==> config.mk <==
export PLATFORM = sky130hd
export DESIGN_NAME = mem_port_arbiter
export DESIGN_NICKNAME = d
export VERILOG_FILES = /design/src/rtl/mem_port_arbiter.sv
export SDC_FILE = /design/constraint.sdc
export NUM_CORES = 1
export LEC_CHECK = 0
export ABC_CLOCK_PERIOD_IN_PS = 2600
export CORE_MARGIN = 4
export CORE_UTILIZATION = 33
export DETAILED_ROUTE_END_ITERATION = 10
export PLACE_DENSITY = 0.69
export SKIP_LAST_GASP = 1
export SYNTH_ARGS = -nofsm -noshare
export SYNTH_HDL_FRONTEND = slang
export SYNTH_SLANG_ARGS = --single-unit
==> constraint.sdc <==
create_clock -name clock -period 2.6 [get_ports clock]
set_input_delay 0.65 -clock clock [delete_from_list [all_inputs] [get_ports clock]]
set_output_delay 0.65 -clock clock [all_outputs]
set_load 0.05 [all_outputs]
==> src/rtl/mem_port_arbiter.sv <==
// ---------------------------------------------------------------------------
// mem_port_arbiter
//   Shares the single unified memory port between instruction fetch (IF) and
//   the load/store (LS) path. Each access is a req/ack handshake on the memory
//   side. Load data is lane-selected and sign/zero extended before it goes
//   back to the core. stall freezes the PC and write-back while any request
//   is outstanding.
//
//   Optional feature: define MEM_ARB_TIMEOUT_EN to build an ack timeout. When
//   TIMEOUT_CYCLES mem_req cycles pass without mem_ack, the access is aborted
//   and bus_err pulses with the owner's valid. Without the macro, bus_err is
//   constant 0 and the block waits for mem_ack indefinitely.
//
// Ports
//   clock, reset      system clock, synchronous active-high reset
//   if_*              fetch request (held until if_valid), instruction return
//   ls_*              load/store request (held until ls_valid), size/sign
//                     control, store data, extended load data, misalign flag
//   mem_*             registered memory request side, word addressed, with
//                     byte enables and lane-replicated write data
//   bus_err           timeout pulse, coincident with the owning valid
//   stall             (if_req & ~if_valid) | (ls_req & ~ls_valid)
// ---------------------------------------------------------------------------
module mem_port_arbiter #(
    parameter int ADDR_W         = 32,
    parameter int TIMEOUT_CYCLES = 255
) (
    input  logic              clock,
    input  logic              reset,
    input  logic              if_req,
    input  logic [ADDR_W-1:0] if_addr,
    output logic [31:0]       if_rdata,
    output logic              if_valid,
    input  logic              ls_req,
    input  logic              ls_r_w,
    input  logic [1:0]        ls_size,
    input  logic              ls_unsigned,
    input  logic [ADDR_W-1:0] ls_addr,
    input  logic [31:0]       ls_wdata,
    output logic [31:0]       ls_rdata,
    output logic              ls_valid,
    output logic              ls_misaligned,
    output logic              mem_req,
    output logic [ADDR_W-1:0] mem_addr,
    output logic              mem_r_w,
    output logic [3:0]        mem_be,
    output logic [31:0]       mem_wdata,
    input  logic [31:0]       mem_rdata,
    input  logic              mem_ack,
    output logic              bus_err,
    output logic              stall
);

    typedef enum logic [1:0] {IDLE, IF_BUSY, LS_BUSY, DONE} state_t;

    state_t     state, state_nxt;
    logic       mask_if, mask_ls;   // requester served by the previous transaction
    logic [1:0] r_size, r_lo;       // latched LS size and byte offset
    logic       r_uns, r_rw;
    logic       ls_bad, grant_ls, grant_if, busy, tmo_hit;

    // Fetch addresses are word aligned; the low bits carry no information.
    logic unused_bits;
    assign unused_bits = &{1'b0, if_addr[1:0]};

    // ----------------------------------------------------------------------
    // Helpers
    // ----------------------------------------------------------------------
    function automatic logic [3:0] be_of(input logic [1:0] sz, input logic [1:0] lo);
        case (sz)
            2'd0:    return 4'b0001 << lo;
            2'd1:    return 4'b0011 << lo;
            default: return 4'b1111;
        endcase
    endfunction

    function automatic logic [31:0] rep_of(input logic [1:0] sz, input logic [31:0] d);
        case (sz)
            2'd0:    return {4{d[7:0]}};
            2'd1:    return {2{d[15:0]}};
            default: return d;
        endcase
    endfunction

    // Shift the addressed lane down to bit 0, then extend.
    function automatic logic [31:0] fmt_load(input logic [31:0] d, input logic [1:0] sz,
                                             input logic [1:0] lo, input logic uns);
        logic [31:0] sh;
        sh = d >> {lo, 3'b000};
        case (sz)
            2'd0:    return {{24{sh[7] & ~uns}}, sh[7:0]};
            2'd1:    return {{16{sh[15] & ~uns}}, sh[15:0]};
            default: return d;
        endcase
    endfunction

    // ----------------------------------------------------------------------
    // Arbitration
    // ----------------------------------------------------------------------
    // Size 3 is not a legal encoding and is rejected like a misalignment.
    assign ls_bad = (ls_size == 2'd3) ||
                    ((ls_size == 2'd1) && ls_addr[0]) ||
                    ((ls_size == 2'd2) && (ls_addr[1:0] != 2'b00));

    // LS wins: it belongs to the older instruction in the pipe.
    assign grant_ls = (state == IDLE) && ls_req && !mask_ls;
    assign grant_if = (state == IDLE) && if_req && !mask_if && !grant_ls;
    assign busy     = (state == IF_BUSY) || (state == LS_BUSY);

    assign stall = (if_req & ~if_valid) | (ls_req & ~ls_valid);

    // ----------------------------------------------------------------------
    // Ack timeout
    // ----------------------------------------------------------------------
`ifdef MEM_ARB_TIMEOUT_EN
    localparam int TW = $clog2(TIMEOUT_CYCLES + 1);
    logic [TW-1:0] tmo_cnt;

    // Cleared while idle, so every grant starts from zero.
    always_ff @(posedge clock) begin
        if (reset || (state == IDLE))
            tmo_cnt <= '0;
        else if (busy)
            tmo_cnt <= tmo_cnt + 1'b1;
    end

    assign tmo_hit = busy && !mem_ack && (tmo_cnt == TW'(TIMEOUT_CYCLES - 1));
`else
    assign tmo_hit = 1'b0;
`endif

    // ----------------------------------------------------------------------
    // FSM
    // ----------------------------------------------------------------------
    always_ff @(posedge clock) begin
        if (reset) begin
            state   <= IDLE;
            mask_if <= 1'b0;
            mask_ls <= 1'b0;
        end else begin
            state <= state_nxt;
            // The mask is armed on entry to DONE and lives through exactly
            // one IDLE cycle, so a requester still holding req while its
            // valid is consumed cannot be re-served.
            if (state_nxt == DONE) begin
                mask_if <= (state == IF_BUSY);
                mask_ls <= (state != IF_BUSY);
            end else if (state == IDLE) begin
                mask_if <= 1'b0;
                mask_ls <= 1'b0;
            end
        end
    end

    always_comb begin
        state_nxt = state;
        case (state)
            IDLE: begin
                if (grant_ls)
                    state_nxt = ls_bad ? DONE : LS_BUSY;
                else if (grant_if)
                    state_nxt = IF_BUSY;
            end
            IF_BUSY,
            LS_BUSY: begin
                if (mem_ack || tmo_hit)
                    state_nxt = DONE;
            end
            DONE:    state_nxt = IDLE;
            default: state_nxt = IDLE;
        endcase
    end

    // ----------------------------------------------------------------------
    // Registered memory side and completion outputs
    // ----------------------------------------------------------------------
    always_ff @(posedge clock) begin
        if (reset) begin
            mem_req       <= 1'b0;
            mem_addr      <= '0;
            mem_r_w       <= 1'b0;
            mem_be        <= 4'h0;
            mem_wdata     <= 32'h0;
            if_valid      <= 1'b0;
            if_rdata      <= 32'h0;
            ls_valid      <= 1'b0;
            ls_rdata      <= 32'h0;
            ls_misaligned <= 1'b0;
            bus_err       <= 1'b0;
            r_size        <= 2'd0;
            r_lo          <= 2'd0;
            r_uns         <= 1'b0;
            r_rw          <= 1'b0;
        end else begin
            if_valid      <= 1'b0;
            ls_valid      <= 1'b0;
            ls_misaligned <= 1'b0;
            bus_err       <= 1'b0;

            case (state)
                IDLE: begin
                    if (grant_ls) begin
                        r_size <= ls_size;
                        r_lo   <= ls_addr[1:0];
                        r_uns  <= ls_unsigned;
                        r_rw   <= ls_r_w;
                        if (ls_bad) begin
                            // Rejected before touching memory; report in DONE.
                            ls_valid      <= 1'b1;
                            ls_misaligned <= 1'b1;
                            ls_rdata      <= 32'h0;
                        end else begin
                            mem_req   <= 1'b1;
                            mem_addr  <= {ls_addr[ADDR_W-1:2], 2'b00};
                            mem_r_w   <= ls_r_w;
                            mem_be    <= be_of(ls_size, ls_addr[1:0]);
                            mem_wdata <= rep_of(ls_size, ls_wdata);
                        end
                    end else if (grant_if) begin
                        mem_req   <= 1'b1;
                        mem_addr  <= {if_addr[ADDR_W-1:2], 2'b00};
                        mem_r_w   <= 1'b1;
                        mem_be    <= 4'hF;
                        mem_wdata <= 32'h0;
                    end
                end

                IF_BUSY: begin
                    if (mem_ack) begin
                        mem_req  <= 1'b0;
                        if_valid <= 1'b1;
                        if_rdata <= mem_rdata;
                    end else if (tmo_hit) begin
                        mem_req  <= 1'b0;
                        if_valid <= 1'b1;
                        if_rdata <= 32'h0;
                        bus_err  <= 1'b1;
                    end
                end

                LS_BUSY: begin
                    if (mem_ack) begin
                        mem_req  <= 1'b0;
                        ls_valid <= 1'b1;
                        ls_rdata <= r_rw ? fmt_load(mem_rdata, r_size, r_lo, r_uns) : 32'h0;
                    end else if (tmo_hit) begin
                        mem_req  <= 1'b0;
                        ls_valid <= 1'b1;
                        ls_rdata <= 32'h0;
                        bus_err  <= 1'b1;
                    end
                end

                default: ;
            endcase
        end
    end

endmodule

# Word level (Yosys, flattened, before mapping)
# Index checks and enable logic that the tools add are counted.
# W data, S select, Z words.
totals:
  ff_bits: 147
  latch_bits: 0
  ram_bits: 0
  romBits: 0
  in_bits: 137
  mem_count: 0
op_classes:
  add_sub_neg: 0
  mul: 0
  div: 0
  order_cmp: 0
  eq_ne: 16
  shift: 3
  muxes: 36
  bitwise: 10
  reduce_logical: 28
ops:
  columns: ["operator", "count"]
  rows:
  - ["$mux W32", 10]
  - ["$pmux W32 S2", 3]
  - ["$shr A32 B5 Y16", 1]
  - ["$mux W1", 13]
  - ["$mux W4", 3]
  - ["$eq A2 B2 Y1 const B", 5]
  - ["$reduce_bool A2 Y1", 5]
  - ["$ne A2 B2 Y1 const B", 4]
  - ["$pmux W4 S2", 1]
  - ["$reduce_and A4 Y1", 2]
  - ["$logic_and A1 B1 Y1", 7]
  - ["$eq A2 B1 Y1 const B", 3]
  - ["$logic_not A2 Y1", 3]
  - ["$mux W2", 3]
  - ["$ne A3 B3 Y1 const B", 2]
  - ["$pmux W2 S3", 1]
  - ["$reduce_or A2 Y1", 3]
  - ["$not A1 Y1", 5]
  - ["$and A1 B1 Y1", 4]
  - ["$ne A2 B1 Y1 const B", 2]
  - ["$pmux W1 S2", 2]
  - ["$reduce_and A2 Y1", 2]
  - ["$shl A1 B2 Y4 const A", 1]
  - ["$shl A2 B2 Y4 const A", 1]
  - ["other kinds (4)", 7]

# Depth between registers and ports, before layout
logic_depth:
  word_depth: 10
  depth_mapped: 11
  depth_no_buf: 7

# Worst setup path before layout
# OpenSTA, ideal clock, no wires.
synth_timing:
  kind: "input to register"
  startpoint: "in ls_size[1]"
  endpoint: "reg ls_rdata[20]"
  setup_time_ps: 120
  t_arrival_ps: 1979
  t_required_ps: 2480
  slack_ps: 502
  path_stages: 9
  n_path_buf: 4
  path_cell_list: "buf_2 -> a21o_1 -> nand3_2 -> a22o_1 -> buf_6 -> nor2b_4 -> buf_6 -> buf_6 -> a211o_1"
synth_via:
  elab_chain_cells: 6
  word_cells_on_any_way: 9
  classes_between: "eq/ne: 4; reduce/logical: 5"
synth_rtl:
  columns: ["item", "line", "text"]
  rows:
  - ["start: declaration", "36", "input logic [1:0] ls_size,"]
  - ["$eq A2 B1 Y1", "102", "((ls_size == 2'd1) && ls_addr[0]) ||"]
  - ["$logic_and A1 B1 Y1", "102", null]
  - ["$logic_or A1 B1 Y1", "101", "assign ls_bad = (ls_size == 2'd3) ||"]
  - ["$logic_or A1 B1 Y1 *", "102", null]
  - ["$ne A2 B2 Y1 (no line) *", null, null]
  - ["$reduce_and A4 Y1 (no line) *", null, null]
  - ["end signal: assignment", "245", "ls_rdata <= r_rw ? fmt_load(mem_rdata, r_size, r_lo, r_uns) : 32'h0;"]
  - ["end: declaration", "40", "output logic [31:0] ls_rdata,"]
# Every way passes the cells marked *; elsewhere a longest branch is shown, timed or not.
# A chain may end at the register's enable or synchronous reset.

# Worst setup path in the final report
layout_timing:
  startpoint: "in ls_req"
  endpoint: "out stall"
layout_via:
  elab_chain_cells: 2
layout_rtl:
  columns: ["item", "line", "text"]
  rows:
  - ["start: declaration", "34", "input logic ls_req,"]
  - ["$and A1 B1 Y1", "110", "assign stall = (if_req & ~if_valid) | (ls_req & ~ls_valid);"]
  - ["$or A1 B1 Y1", "110", null]
  - ["end: declaration", "51", "output logic stall"]
# No other way between the ends.

==> flow_summary.ini <==
[status]
status = complete, no violations

[floorplanning]
num_rows = 51
ios = 276
dieHeight_um = 149
die_area_um2 = 22300
dieWidth_um = 149
core_um2 = 19500
start_util_pct = 33.7

[finish]
instances_no_fill = 1354
seqCellArea_um2 = 2900
fillers = 1870
nets = 1218
synthToLayoutAreaGrowth_pct = 55.5
multi_input_area_um2 = 3240
final_area_um2 = 10200
drive_above_1_share_pct = 8.73
finalCoreUtilization_pct = 52.5

[synth]
synth_xor_area_share_pct = 0
syn_avg_cell_area_um2 = 8.02
syn_inst = 822
synth_edf_count = 0
ys_ff_latch = 145
yosys_warnings = 0
synth_area_leader_cell = dfxtp_1
yosysSeqAreaShare_pct = 44.1
synth_fa_ha_area_share_pct = 0.760
synthesis.area_um2 = 6590
async_reset_ff_share_pct = 0
muxShareOfSynthArea_pct = 5.51
synth-main-ff-cell = dfxtp_1
synth_top_area_share_pct = 44.1
ys_top_cells_by_area = dfxtp_1, nand2_1, a21oi_1, nor2_1, a311oi_1
synth_cell_types = 48
synth_top_family_by_area = compound AO/OA/AOI/OAI gates
synth-simple-area-share_pct = 20.5
synth_compound_area_share_pct = 22.2

[placed_design]
globalplace.congestion = 0.801
dpl-instance-area_um2 = 9650
portBuffers = 270
dpl.cell_count = 1323
post-dp-hpwl_um = 17500

[detailed_routing]
via_per_inst = 5.03
wl_per_cell_um = 17.4
drt_iter0_drc = 364
first_pass_iters = 5
dr_total_vias = 6816
drc = 0
ant_nets = 0
wirelength_um = 23600

[pwr]
ir_drop_mv = 0.498
p_leak_nw = 4.00
powerDensity_nw_per_um2 = 977

[sta]
worst_pin_slew_ps = 828
final.min_clock_period_ps = 2350
setup_violations = 0
drv_slew = 0
rsz0062_at_grt = false
fin_crit_sh_pct = 90.2
setup_tns_ps = 0
slew_headroom_pct = 44.8
final_hold_viol_count = 0
finClkSkew_ps = 11.1
holdWs_ps = 451
max_freq_ghz = 0.426

[critical_path]
cp.required_ps = 1950
r2r-end = ls_rdata[11]
cp.arrival_ps = 1700
cp_slowest_cell = clkdlybuf4s50_1
reg2reg_setup_slack_ps = 450
critPathLaunchType = primary input
slowest_delay_ps = 590
reg2reg_depth = 7
critPathKind = in -> out
cp_num_cells = 4
endpoint_kind = output port
cp-startpoint = ls_req
path_buf_inv = 3
crit_chain = clkdlybuf4s50_1 -> inv_1 -> o22ai_1 -> buf_12
critPathTopFamily = buffers and inverters
r2r_start = state[0]
critPathMaxFanout = 3
crit_path_end = stall

[grt]
grt_pass1_vias = 6599
grt_pass1_wl_um = 35900
grt_overflow_total = 0
use_met2_pct = 34.2
grt_max_degree = 75
grt.total_usage_pct = 20.6
antenna_found_initial = 2
globalRouteMet3Util_pct = 8.05
grt_use_met1_pct = 24.6
top_usage_layer = met2

[clocking]
cts_htree_levels = 4
ctsHoldBuffers = 0
cts_tree = yes
clk_pin_slew_ps = 60
cts.path.max_buffers = 2
clk_latency_ps = 420
cts_resized = 0
cts_sinks = 145
cts_buffers = 17
clock-root-buffer = clkbuf_16
cts_setup_buffers = 0

[flow_run]
cap_violations = 0

[worst_hold_path]
hold_path.class = reg -> reg
==> placed cells by master (no fill, tap or decap), drive strengths merged, types with 3 or more instances in the layout <==
master / instances
bufinv: 3
nor2b: 10
nor2: 72
inv: 33
nand2: 190
a22o: 8
nand2b: 5
o221ai: 7
nor3b: 3
buf: 38
clkinvlp: 3
dfxtp: 145
nor3: 11
a22oi: 23
a211o: 16
clkinv: 3
mux2i: 16
a311oi: 30
conb: 3
mux2: 16
o21ai: 29
and3: 16
clkbuf: 18
clkdlybuf4s50: 268
a211oi: 3
ha: 4
a21oi: 91
==> kinds of logic (layout without fill, tap and decap cells) <==
group           Yosys count  in the layout
compound gates          221            221
other cells               1              4
simple gates            316            316
buf+inv                 102            366
fa+ha+maj                 4              4
flops                   145            145
mux                      33             33
==> sequential cells by signal (all words and copies together), names as in the netlist <==
| name | cells |
|---|---|
| ls_valid | 1 |
| mem_wdata | 32 |
| ls_rdata | 32 |
| r_size | 2 |
| mask_ls | 1 |
| state | 2 |
| mem_be | 4 |
| mask_if | 1 |
| ls_misaligned | 1 |
| if_valid | 1 |
| r_rw | 1 |
| r_uns | 1 |
| mem_req | 1 |
| r_lo | 2 |
| if_rdata | 32 |
| mem_addr | 30 |
| mem_r_w | 1 |
==> final cells by class <==
class	instances	area share (%)
clock buffers	18	4.29
inverters	30	1.10
clock inverters	12	1.54
flip-flops and latches	145	28.3
multi-input cells	577	31.7
diodes	1	0.0244
well taps	265	3.24
repair buffers	306	29.8
==> power breakdown <==
| part | total, W | leakage (nW) | switching [W] | internal, W |
|---|---|---|---|---|
| Sequential | 0.00288 | 1.18 | 0.000242 | 0.00264 |
| Clock | 0.00252 | 0.285 | 0.000993 | 0.00153 |
| Combinational | 0.00460 | 2.54 | 0.00298 | 0.00162 |
==> Yosys cell counts (9+ instances only) <==
master    instances
inv_1            30
dfxtp_1         145
a21oi_1          90
and3_1           16
buf_2            13
mux2_2           16
a211o_1          16
nor2_1           72
o21ai_0          29
a311oi_1         30
nor2b_1           9
nor3_1           11
a22oi_1          23
clkbuf_1         46
nand2_1         190
mux2i_1          16
==> per-layer routing <==
layer	share of wire (%)	vias to the layer above
li1	-	3353
met4	1.7	2
met3	9.5	28
met1	41	3169
met2	48	264
met5	0.034	-
==> stage by stage <==
step,power (W),setup slack [ps]
after global routing,0.0105,219
after global placement,0.00751,-39.8
after floorplan,0.00588,502
after detailed placement,0.00753,-77.6
final,0.0100,254
after CTS,0.0101,256
==> worst register-to-register path: cells and delay by family, from the launching register on <==
| kind | cells | cell delay, ps |
|---|---|---|
| buffers and inverters | 1 | 90 |
| AOI/OAI and AO/OA | 2 | 390 |
| and+or+nand+nor | 3 | 930 |
| DFF | 1 | 370 |
| adders and majority gates | 1 | 320 |
==> how the worst min path moves through the flow <==
stage                  start       endpoint  slack (ps)  depth (start not counted)
2_1_floorplan           r_rw           r_rw         440                          2
3_3_place_gp   mem_wdata[14]  mem_wdata[14]         440                          2
3_5_place_dp    if_rdata[23]   if_rdata[23]         450                          2
4_1_cts        mem_wdata[25]  mem_wdata[25]         460                          2
5_1_grt        mem_wdata[27]  mem_wdata[27]         470                          2
6_report        if_rdata[23]   if_rdata[23]         450                          2
Note: power is estimated with default switching activity, not from simulation.
